<file path="config.mk">
export PLATFORM = sky130hd
export DESIGN_NAME = mux_rr_arb
export DESIGN_NICKNAME = d
export VERILOG_FILES = /design/src/rtl/mux_rr_arb.sv
export SDC_FILE = /design/constraint.sdc
export NUM_CORES = 1
export LEC_CHECK = 0
export ABC_AREA = 1
export CAP_MARGIN = 5
export CORE_MARGIN = 1.5
export CORE_UTILIZATION = 40
export DETAILED_ROUTE_END_ITERATION = 6
export HOLD_SLACK_MARGIN = 0.15
export PLACE_DENSITY = 0.78
export REMOVE_ABC_BUFFERS = 1
export SETUP_SLACK_MARGIN = 0.15
export SYNTH_ARGS = -nofsm -noshare
export SYNTH_HDL_FRONTEND = slang
export SYNTH_SLANG_ARGS = --single-unit
</file>
<file path="constraint.sdc">
create_clock -name clk -period 5.48 [get_ports clk]
set_input_delay 0.822 -clock clk [delete_from_list [all_inputs] [get_ports clk]]
set_output_delay 0.822 -clock clk [all_outputs]
set_load 0.01 [all_outputs]
</file>
<file path="src/rtl/mux_rr_arb.sv">
// N-way registered multiplexer with round-robin arbitration and valid/ready handshaking.
// Optional MUX_RR_FORCE_EN adds force_en/force_sel to override the arbiter with a fixed channel.

`ifndef WORD
`define WORD 8
`endif

module mux_rr_arb #(
    parameter int SIZE = `WORD,
    parameter int N    = 4,
    parameter int SELW = $clog2(N)
) (
    input  logic              clk,
    input  logic              rst,
    input  logic [N*SIZE-1:0] in_data,
    input  logic [N-1:0]      in_valid,
    output logic [N-1:0]      in_ready,
    output logic [SIZE-1:0]   out_data,
    output logic [SELW-1:0]   out_sel,
    output logic              out_valid,
    input  logic              out_ready
`ifdef MUX_RR_FORCE_EN
    ,
    input  logic              force_en,
    input  logic [SELW-1:0]   force_sel
`endif
);

    logic [SELW-1:0] rr_ptr;
    logic [N-1:0]    grant;
    logic [N-1:0]    rr_gnt;
    logic [SELW-1:0] win_idx;
    logic [SIZE-1:0] win_data;
    logic [SELW-1:0] next_ptr;
    logic            load;
    logic            xfer;
    logic            hold_ptr;

    // First requester at or after ptr, wrapping N-1 -> 0; N need not be a power of two.
    function automatic logic [N-1:0] rr_grant(input logic [N-1:0] req,
                                               input logic [SELW-1:0] ptr);
        logic [N-1:0] g;
        logic         found;
        int           idx;
        g     = '0;
        found = 1'b0;
        for (int k = 0; k < N; k++) begin
            idx = int'(ptr) + k;
            if (idx >= N) idx = idx - N;
            if (!found && req[idx]) begin
                g[idx] = 1'b1;
                found  = 1'b1;
            end
        end
        return g;
    endfunction

    assign rr_gnt = rr_grant(in_valid, rr_ptr);

`ifdef MUX_RR_FORCE_EN
    // A forced index outside 0..N-1 matches no channel and therefore grants nothing.
    always_comb begin
        grant = '0;
        if (force_en) begin
            for (int i = 0; i < N; i++) begin
                if (in_valid[i] && (force_sel == SELW'(i))) grant[i] = 1'b1;
            end
        end else begin
            grant = rr_gnt;
        end
    end

    assign hold_ptr = force_en;
`else
    assign grant    = rr_gnt;
    assign hold_ptr = 1'b0;
`endif

    always_comb begin
        win_idx  = '0;
        win_data = '0;
        for (int i = 0; i < N; i++) begin
            if (grant[i]) begin
                win_idx  = SELW'(i);
                win_data = in_data[i*SIZE +: SIZE];
            end
        end
    end

    assign load     = !out_valid || out_ready;
    assign xfer     = load && (|grant);
    assign in_ready = grant & {N{load}};
    assign next_ptr = (win_idx == SELW'(N - 1)) ? '0 : win_idx + SELW'(1);

    // Pointer advances only on a transfer, so a stalled winner keeps its grant.
    always_ff @(posedge clk) begin
        if (rst) begin
            out_data  <= '0;
            out_sel   <= '0;
            out_valid <= 1'b0;
            rr_ptr    <= '0;
        end else if (xfer) begin
            out_data  <= win_data;
            out_sel   <= win_idx;
            out_valid <= 1'b1;
            if (!hold_ptr) rr_ptr <= next_ptr;
        end else if (load) begin
            out_valid <= 1'b0;
        end
    end

endmodule

</file>
==> impl_metrics.yaml, run 1 <==
sta:
  grt_setup_unrepaired: "no"
  final_setup_violation_count: 0
  layout_min_cycle_time_ns: 3.73
  slew_violations: 0
  timing.final.hold_violations: 0
  max_slew.worst_pin.slew_ns: 0.524
  finalClockSkew_ns: 0.00105
  min_period_over_period_pct: 68.1
  setup-tns-final_ns: 0
  fin_ws_ns: 1.75
  timing.max_slew.rel_slack_pct: 65.1
  max_freq_mhz: 268
synth:
  ys_seq_area_share_pct: 18.5
  syn_inst: 227
  synth-compound-area-share_pct: 13.7
  synth-simple-area-share_pct: 48.1
  post_synth_xor_area_fraction_pct: 0
  synth_edf_count: 0
  syn_std_cell_area_sq_um: 1410
  multiplexer_share_of_the_synthesized_area_pct: 0
  postSynthAreaPerCell_sq_um: 6.21
  ys_top_cells_by_count: "84 x nand2_1, 33 x inv_1, 20 x nand3_1, 19 x a21oi_1, 13 x dfxtp_1"
  postSynthRegisterBits: 13
  top_area_cell_type_share_of_the_netlist_area_pct: 22.4
  synthFlopType: "dfxtp_1"
  synth-warning-count: 0
  synth_top_family_by_area: "simple AND/OR/NAND/NOR gates"
  synth_adder_area_share_pct: 5.32
  most_area_consuming_cells_after_synthesis: "nand2_1 22%, dfxtp_1 18%, inv_1 8.8%"
  most_frequent_cell_after_synthesis: "nand2_1"
  fraction_of_synthesis_flops_using_an_asynchronous_set_or_reset_pin_pct: 0
  cell_accounting_for_the_most_synthesized_area: "nand2_1"
  post_synth_num_cell_types: 24
route:
  drt_first_pass_iters: 5
  routed_wl_per_cell_microns: 11.4
  postRouteAntennaNets: 0
  drc: 0
  viasPerCell: 4.70
  wirelength_mm: 3.70
  via_count: 1528
  dr.first_iter.drc_count: 84
finish:
  area.growth.synth_to_final_pct: 39.8
  drive_gt1_share_pct: 13.6
  antenna_fix_cells: 0
  finish.net_count: 325
global_routing:
  grt_pass1_vias: 1320
  grt_antenna_before_repair: 0
  first_pass_grt_wire_length_mm: 5.77
  pin_count_of_the_biggest_net_entering_global_routing: 19
  grt-ovfl-total: 0
  grt.total_usage_pct: 18.1
floorplan:
  floorplan.die.width_microns: 62.4
  floorplan.die_area_sq_um: 3890
  start_util_pct: 41.9
  die_height_microns: 62.4
  pin_count: 54
  core_area_sq_um: 3360
  rows: 21
clock_network:
  h_tree_lvl_count: 1
  tritoncts: "built"
  cts_hold_repair.buffers: 0
  clock_sinks: 13
  cts_buffers: 3
  ctsLongestPathBuffers: 2
  root_buffer: "clkbuf_4"
  cts_setup_buffers: 0
  path_clk_slew_ns: 0.08
  cts.repair.resized: 0
  clkLatencyLatePin_ns: 0.28
place:
  placement.setup.worst_slack_ns: 1.77
  gp_routability_congestion: 0.849
  dp_hpwl_mm: 2.96
  port_buffers: 53
power:
  power_per_cell_area_nw_per_um2: 617
  power.share.switching_pct: 55.0
  pwr-share-clk_pct: 5.0
  cell_internal_pwr_uw: 548
  leakagePower_nw: 0.974
  worst_vdd_ir_mv: 0.268
  power.share.combinational_pct: 81.6
  power.net_switching_uw: 668
  power.sequential.fraction_pct: 13.5
worst_setup_path:
  critical_path.n_buffers_inverters: 4
  worstSetupEndpointType: "primary output"
  path_depth: 12
  slowest_stage: "dfxtp_1"
  destination_of_the_worst_register_to_register_timing_path: "rr_ptr[1]$_SDFFE_PP0P_"
  critPathMaxStageDelay_ns: 0.66
  worstPathArrival_ns: 2.91
  worst-setup-path-type: "reg2out"
  reg2reg_setup_slack_ns: 2.74
  worstPathCellList: "inv_8, ha_1, inv_1, nand3_1, nand2_1, nand2_4, nor2_4, nand2_1, nand3_4, inv_1, nor2_1, clkdlybuf4s50_1"
  timing.critical_path.to: "in_ready[3]"
  crit_path_start: "rr_ptr[0]$_SDFFE_PP0P_"
  ff2ff_path_depth: 14
  path_max_fanout: 11
  required_time_reported_for_the_critical_path_endpoint_ns: 4.66
  kind_of_start_point_of_the_critical_path: "flip-flop"
  worstReg2RegStart: "rr_ptr[0]$_SDFFE_PP0P_"
  crit_family: "buffers and inverters"
worst_hold_path:
  timing.hold.worst.class: "reg2reg"
flow_run:
  drv.max_cap_violation_count: 0
run_status:
  status: "finished, final reports clean"
-- cells in the final DEF (no fill, tap or decap), drive strengths merged --
| cell type | count |
|---|---|
| nor2 | 11 |
| nand3 | 26 |
| ha | 6 |
| nand2 | 89 |
| clkdlybuf4s50 | 53 |
| inv | 37 |
| dfxtp | 13 |
| a31oi | 2 |
| or2 | 8 |
| clkbuf | 3 |
| clkinv | 1 |
| a21oi | 26 |
| o21ai | 4 |
-- power groups by stage --
stage,Combinational [mW],Sequential (mW),Clock [mW]
final,0.991,0.164,0.0605
after global routing,1.10,0.168,0.0692
after CTS,0.993,0.164,0.0617
after detailed placement,0.988,0.166,0
after global placement,0.972,0.165,0
after floorplan,0.711,0.176,0
-- sequential cells by signal, summed over array words and instances (netlist names) --
signal	count
out_valid	1
out_sel	2
out_data	8
rr_ptr	2
-- worst min-delay path by stage --
| stage | cells past startpoint | slack, ns | start | to |
|---|---|---|---|---|
| floorplan | 2 | 0.48 | out_sel[1]$_SDFFE_PP0P_ | out_sel[1]$_SDFFE_PP0P_ |
| global placement | 2 | 0.46 | out_sel[1]$_SDFFE_PP0P_ | out_sel[1]$_SDFFE_PP0P_ |
| global route | 2 | 0.50 | out_sel[1]$_SDFFE_PP0P_ | out_sel[1]$_SDFFE_PP0P_ |
| CTS | 2 | 0.47 | out_sel[1]$_SDFFE_PP0P_ | out_sel[1]$_SDFFE_PP0P_ |
| finish | 2 | 0.47 | out_sel[1]$_SDFFE_PP0P_ | out_sel[1]$_SDFFE_PP0P_ |
| detailed placement | 2 | 0.46 | out_sel[1]$_SDFFE_PP0P_ | out_sel[1]$_SDFFE_PP0P_ |
-- routing by layer --
layer | track usage [%] | routed length [microns]
met5 | 0 | 0
met4 | 8.33 | 57
met3 | 1.44 | 149
met2 | 28.7 | 1710
met1 | 25.2 | 1780
-- stage by stage --
stage / std cells / utilization [%] / area, sq um / hold slack [ns] / total power [mW]
after detailed placement: 321 / 57.8 / 1940 / 0.459 / 1.15
after global placement: 321 / 57.8 / 1940 / 0.461 / 1.14
final: 325 / 58.6 / 1970 / 0.468 / 1.22
after CTS: 325 / 58.6 / 1970 / 0.472 / 1.22
after floorplan: 222 / - / 1360 / 0.479 / 0.888
after global routing: 325 / 58.6 / 1970 / 0.503 / 1.34
-- kinds of logic (layout without fill, tap and decap cells) --
family                     count (synthesis)  after routing
and+or+nand+nor                          134            134
AOI/OAI and AO/OA                         32             32
buffers and inverters                     42             94
DFF                                       13             13
adders and majority gates                  6              6
-- layout make-up --
| class | instances | area (sq um) |
|---|---|---|
| Fill cell | 355 | 1390 |
| Multi-Input combinational cell | 172 | 946 |
| Clock buffer | 3 | 22.5 |
| Clock inverter | 1 | 5.00 |
| Tap cell | 46 | 57.6 |
| Sequential cell | 13 | 260 |
| Timing Repair Buffer | 53 | 531 |
| Inverter | 37 | 149 |
-- worst min-delay path: stages, from the launching register on --
cell,delay [ns]
dfxtp_1,0.32
nand2_1,0.06
a21oi_1,0.05
Note: power is estimated with default switching activity, not from simulation.
==> run 2: changes to the inputs <==
clock period = 3.55 ns   (was 5.48 ns; I/O delays follow)
==> run 2 against run 1 <==
Effect of this change:
- clock power rose by 53%
- hold slack improved by 0.014 ns
- register-to-register slack got worse by 1.7 ns
- critical path depth did not move
- clock skew rose by 0.0021 ns
- worst setup slack got worse by 1.4 ns
- sequential power rose by 45%
- total power rose by 55%
- core utilization rose by 0.41 points
- critical path type unchanged
- highest routed layer unchanged
==> impl_metrics.yaml, run 2 (synthesis results as in run 1) <==
finish:
  antenna_fix_cells: 0
  drive_gt1_share_pct: 13.9
  layout_commonest_cell: "nand2_1"
  finish.net_count: 327
  most-common-layout-cells: "84 x nand2_1, 53 x clkdlybuf4s50_1, 33 x inv_1, 20 x nand3_1, 19 x a21oi_1"
  area.growth.synth_to_final_pct: 40.7
  largest_registers: "out_data (8), out_sel (2), rr_ptr (2)"
  largest_register_ff_count: 8
  regMostFlops: "out_data"
sta:
  slew_violations: 0
  finalClockSkew_ns: 0.00313
  final_setup_violation_count: 0
  fin_worst_hold_slack_ns: 0.482
  timing.max_slew.rel_slack_pct: 71.5
  layout_min_cycle_time_ns: 3.21
  min_period_over_period_pct: 90.4
  max_freq_mhz: 311
  timing.final.hold_violations: 0
  max_slew.worst_pin.slew_ns: 0.425
  setup-tns-final_ns: 0
  grt_setup_unrepaired: "no"
floorplan:
  pin_count: 54
  rows: 21
  floorplan.die.width_microns: 62.4
  floorplan.die_area_sq_um: 3890
  core_area_sq_um: 3360
  die_height_microns: 62.4
  start_util_pct: 41.9
worst_setup_path:
  worstPathArrival_ns: 2.68
  required_time_reported_for_the_critical_path_endpoint_ns: 3.02
  worstSetupEndpointType: "primary output"
  reg2reg_setup_slack_ns: 1.05
  path_max_fanout: 10
  kind_of_start_point_of_the_critical_path: "flip-flop"
  worst-setup-path-type: "reg2out"
global_routing:
  grt_antenna_before_repair: 0
  first_pass_grt_wire_length_mm: 5.92
  grt.total_usage_pct: 18.2
  grt_pass1_vias: 1355
  pin_count_of_the_biggest_net_entering_global_routing: 19
  grt-ovfl-total: 0
clock_network:
  path_clk_slew_ns: 0.08
  clock_sinks: 13
  clkLatencyLatePin_ns: 0.28
  cts_hold_repair.buffers: 0
  cts_buffers: 3
  tritoncts: "built"
  h_tree_lvl_count: 1
  cts.repair.resized: 0
  ctsLongestPathBuffers: 2
  cts_setup_buffers: 0
  root_buffer: "clkbuf_4"
route:
  via_count: 1552
  wirelength_mm: 3.57
  drt_first_pass_iters: 5
  postRouteAntennaNets: 0
  dr.first_iter.drc_count: 75
  routed_wl_per_cell_microns: 10.9
  viasPerCell: 4.75
  drc: 0
power:
  power_per_cell_area_nw_per_um2: 949
  power.share.switching_pct: 54.5
  p_total_mw: 1.88
  leakagePower_nw: 0.982
  power.sequential.fraction_pct: 12.6
  worst_vdd_ir_mv: 0.516
  power.share.combinational_pct: 82.5
  pwr-share-clk_pct: 4.9
  power.net_switching_mw: 1.03
  cell_internal_pwr_uw: 856
worst_hold_path:
  timing.hold.worst.class: "reg2reg"
flow_run:
  drv.max_cap_violation_count: 0
place:
  gp_routability_congestion: 0.910
  dp_hpwl_mm: 2.87
  port_buffers: 53
run_status:
  status: "finished, final reports clean"
==> run 2: cell count changes in the layout (fill, tap and decap cells not counted) <==
cell and delta:
buf_4 +2, clkbuf_1 +1, clkinv_2 -1
==> run 2: critical path, stage by stage (launching register included) <==
cell	delay [ns]
dfxtp_1	0.44
inv_8	0.06
ha_1	0.35
inv_1	0.11
nand3_1	0.08
nand2_1	0.12
nand2_4	0.07
nor2_4	0.13
nand2_1	0.10
nand3_4	0.13
inv_1	0.15
nor2_1	0.11
clkdlybuf4s50_1	0.53
==> run 2: layer usage <==
metal / track usage, % / part of all wire, % / routed length (microns) / up-vias
li1: - / - / - / 815
met4: 6.39 / 1.8 / 66 / 0
met5: 0 / 0 / 0 / -
met2: 28.1 / 45 / 1600 / 44
met3: 3.06 / 5.8 / 207 / 6
met1: 25.5 / 47 / 1690 / 687
==> run 2: power by group through the flow <==
stage / registers, mW / logic, mW / clock network (mW)
detailed placement: 0.240 / 1.55 / 0
global placement: 0.239 / 1.53 / 0
global route: 0.245 / 1.74 / 0.103
finish: 0.237 / 1.55 / 0.0923
CTS: 0.237 / 1.55 / 0.0939
floorplan: 0.272 / 1.10 / 0
==> run 2: layout make-up <==
type,count,area [sq um]
Inverter,37,149
Sequential cell,13,260
Timing Repair Buffer,55,546
Clock buffer,4,26.3
Multi-Input combinational cell,172,946
Fill cell,338,1380
Tap cell,46,57.6
==> run 2: path summary, 6_finish.rpt <==
path / from / end / cells past startpoint
worst min register to register: out_sel[1]$_SDFFE_PP0P_ / out_sel[1]$_SDFFE_PP0P_ / 2
worst max register to register: rr_ptr[0]$_SDFFE_PP0P_ / rr_ptr[1]$_SDFFE_PP0P_ / 14
worst max-delay path: rr_ptr[0]$_SDFFE_PP0P_ / in_ready[3] / 12
worst min-delay path: out_sel[1]$_SDFFE_PP0P_ / out_sel[1]$_SDFFE_PP0P_ / 2
==> run 2: through the flow <==
step | setup slack (ns) | cell area (sq um) | utilization (%) | instances
finish | 0.339 | 1980 | 59.0 | 327
detailed placement | 0.421 | 1960 | 58.2 | 323
global route | 0.176 | 1980 | 59.0 | 327
floorplan | 1.12 | 1360 | - | 222
CTS | 0.346 | 1980 | 59.0 | 327
global placement | 0.474 | 1960 | 58.2 | 323
==> run 3: changes to the inputs <==
--- a/constraint.sdc
+++ b/constraint.sdc
@@ -3,2 +3,2 @@
 set_output_delay 0.5325 -clock clk [all_outputs]
-set_load 0.01 [all_outputs]
+set_load 0.005 [all_outputs]
==> run 3 against run 2 <==
Effect of this change:
- hold slack lost 0.0058 ns
- count of clock-buffer cells in the layout shrank 1
- global-route usage grew 1.1 points
- non-clock buffer count grew 2
- critical endpoint unchanged
==> impl_metrics.yaml, run 3 (synthesis results as in run 1) <==
sta:
  timing.max_slew.rel_slack_pct: 69.3
  layout_min_cycle_time_ns: 3.18
  max_freq_mhz: 315
  fin_ws_ns: 0.371
  slew_violations: 0
  timing.final.hold_violations: 0
  final_setup_violation_count: 0
  grt_setup_unrepaired: "no"
  setup-tns-final_ns: 0
  finalClockSkew_ns: 0.00170
  min_period_over_period_pct: 89.6
  max_slew.worst_pin.slew_ns: 0.458
route:
  drt_first_pass_iters: 4
  postRouteAntennaNets: 0
  routed_wl_per_cell_microns: 11.7
  viasPerCell: 4.84
  wirelength_mm: 3.86
  drc: 0
  dr.first_iter.drc_count: 97
  via_count: 1591
global_routing:
  pin_count_of_the_biggest_net_entering_global_routing: 19
  grt-ovfl-total: 0
  grt_antenna_before_repair: 0
  grt_pass1_vias: 1382
  grt.total_usage_pct: 19.2
  first_pass_grt_wire_length_mm: 6.16
place:
  place.detailed.instances: 322
  dp_hpwl_mm: 2.96
  placement.setup.worst_slack_ns: 0.440
  port_buffers: 53
  gp_routability_congestion: 0.896
  placed_cell_area_sq_um: 1950
power:
  power_per_cell_area_nw_per_um2: 952
  worst_vdd_ir_mv: 0.527
  leakagePower_nw: 0.991
floorplan:
  floorplan.die_area_sq_um: 3890
  start_util_pct: 41.9
  floorplan.die.width_microns: 62.4
  pin_count: 54
  rows: 21
  die_height_microns: 62.4
  core_area_sq_um: 3360
finish:
  fin_util_pct: 59.6
  drive_gt1_share_pct: 15.9
  most-common-layout-cells: "84 x nand2_1, 53 x clkdlybuf4s50_1, 31 x inv_1, 20 x nand3_1, 19 x a21oi_1"
  area.growth.synth_to_final_pct: 42.2
  regMostFlops: "out_data"
  finish.net_count: 329
  finalNonFillerCells: 329
  antenna_fix_cells: 0
  largest_register_ff_count: 8
  finalInstanceArea_sq_um: 2010
  layout_commonest_cell: "nand2_1"
  largest_registers: "out_data (8), out_sel (2), rr_ptr (2)"
worst_setup_path:
  slowest_stage: "clkdlybuf4s50_1"
  worstPathArrival_ns: 2.65
  kind_of_start_point_of_the_critical_path: "flip-flop"
  path_max_fanout: 10
  worstSetupEndpointType: "primary output"
  reg2reg_setup_slack_ns: 0.98
  worstPathCellList: "inv_8, ha_1, inv_1, nand3_1, nand2_1, nand2_4, nor2_4, nand2_1, nand3_4, clkinvlp_4, nor2_1, clkdlybuf4s50_1"
  critPathMaxStageDelay_ns: 0.50
  required_time_reported_for_the_critical_path_endpoint_ns: 3.02
  worst-setup-path-type: "reg2out"
  cpMostUsedCell: "nand2_1"
clock_network:
  ctsLongestPathBuffers: 2
  cts_buffers: 3
  path_clk_slew_ns: 0.09
  clock_sinks: 13
  tritoncts: "built"
  clkLatencyLatePin_ns: 0.28
  root_buffer: "clkbuf_4"
  h_tree_lvl_count: 1
flow_run:
  drv.max_cap_violation_count: 0
run_status:
  status: "finished, final reports clean"
worst_hold_path:
  timing.hold.worst.class: "reg2reg"
## run 3: path summary, 6_finish.rpt
check	from	depth (start not counted)	endpoint
min reg2reg	out_sel[1]$_SDFFE_PP0P_	2	out_sel[1]$_SDFFE_PP0P_
max reg2reg	rr_ptr[0]$_SDFFE_PP0P_	15	rr_ptr[1]$_SDFFE_PP0P_
max	rr_ptr[0]$_SDFFE_PP0P_	12	in_ready[3]
min	out_sel[1]$_SDFFE_PP0P_	2	out_sel[1]$_SDFFE_PP0P_
## run 3: worst max-delay path: cells and delay by family (launching register included)
family	cells	cell delay, ns
flip-flops	1	0.44
buffers and inverters	4	0.83
adder cells (fa/ha/maj)	1	0.35
AND/OR/NAND/NOR	7	0.74
## run 3: metal layers
metal / vias to the layer above / global-route usage [%] / wire length [microns] / share of wire, %
li1: 823 / - / - / -
met1: 712 / 27.3 / 1900 / 49
met2: 51 / 30.6 / 1750 / 45
met3: 5 / 1.62 / 163 / 4.2
met4: 0 / 6.94 / 51 / 1.3
met5: - / 0 / 0 / 0
## run 3: what timing repair did
item                       in CTS  in global routing
hold buffers                    0                  0
gates resized for setup         0                  3
buffers inserted                0                  3
setup endpoints to repair       0                  2
## run 3: stage by stage
| step | hold WS [ns] | power (mW) |
|---|---|---|
| 2_1_floorplan | 0.451 | 1.34 |
| 3_3_place_gp | 0.462 | 1.73 |
| 3_5_place_dp | 0.465 | 1.76 |
| 4_1_cts | 0.478 | 1.87 |
| 5_1_grt | 0.534 | 2.10 |
| 6_report | 0.476 | 1.91 |
## run 3: area by class of cell
| cell class | instances | area [sq um] |
|---|---|---|
| Clock inverter | 1 | 5.00 |
| Sequential cell | 13 | 262 |
| Fill cell | 336 | 1360 |
| Tap cell | 46 | 57.6 |
| Multi-Input combinational cell | 172 | 946 |
| Timing Repair Buffer | 57 | 561 |
| Inverter | 37 | 153 |
| Clock buffer | 3 | 22.5 |
## run 3: power breakdown
part           total (mW)  switching [mW]  internal (mW)  leakage, nW
sequential          0.245          0.0367          0.209        0.108
clock              0.0950          0.0532         0.0419       0.0177
combinational        1.57           0.945          0.624        0.865
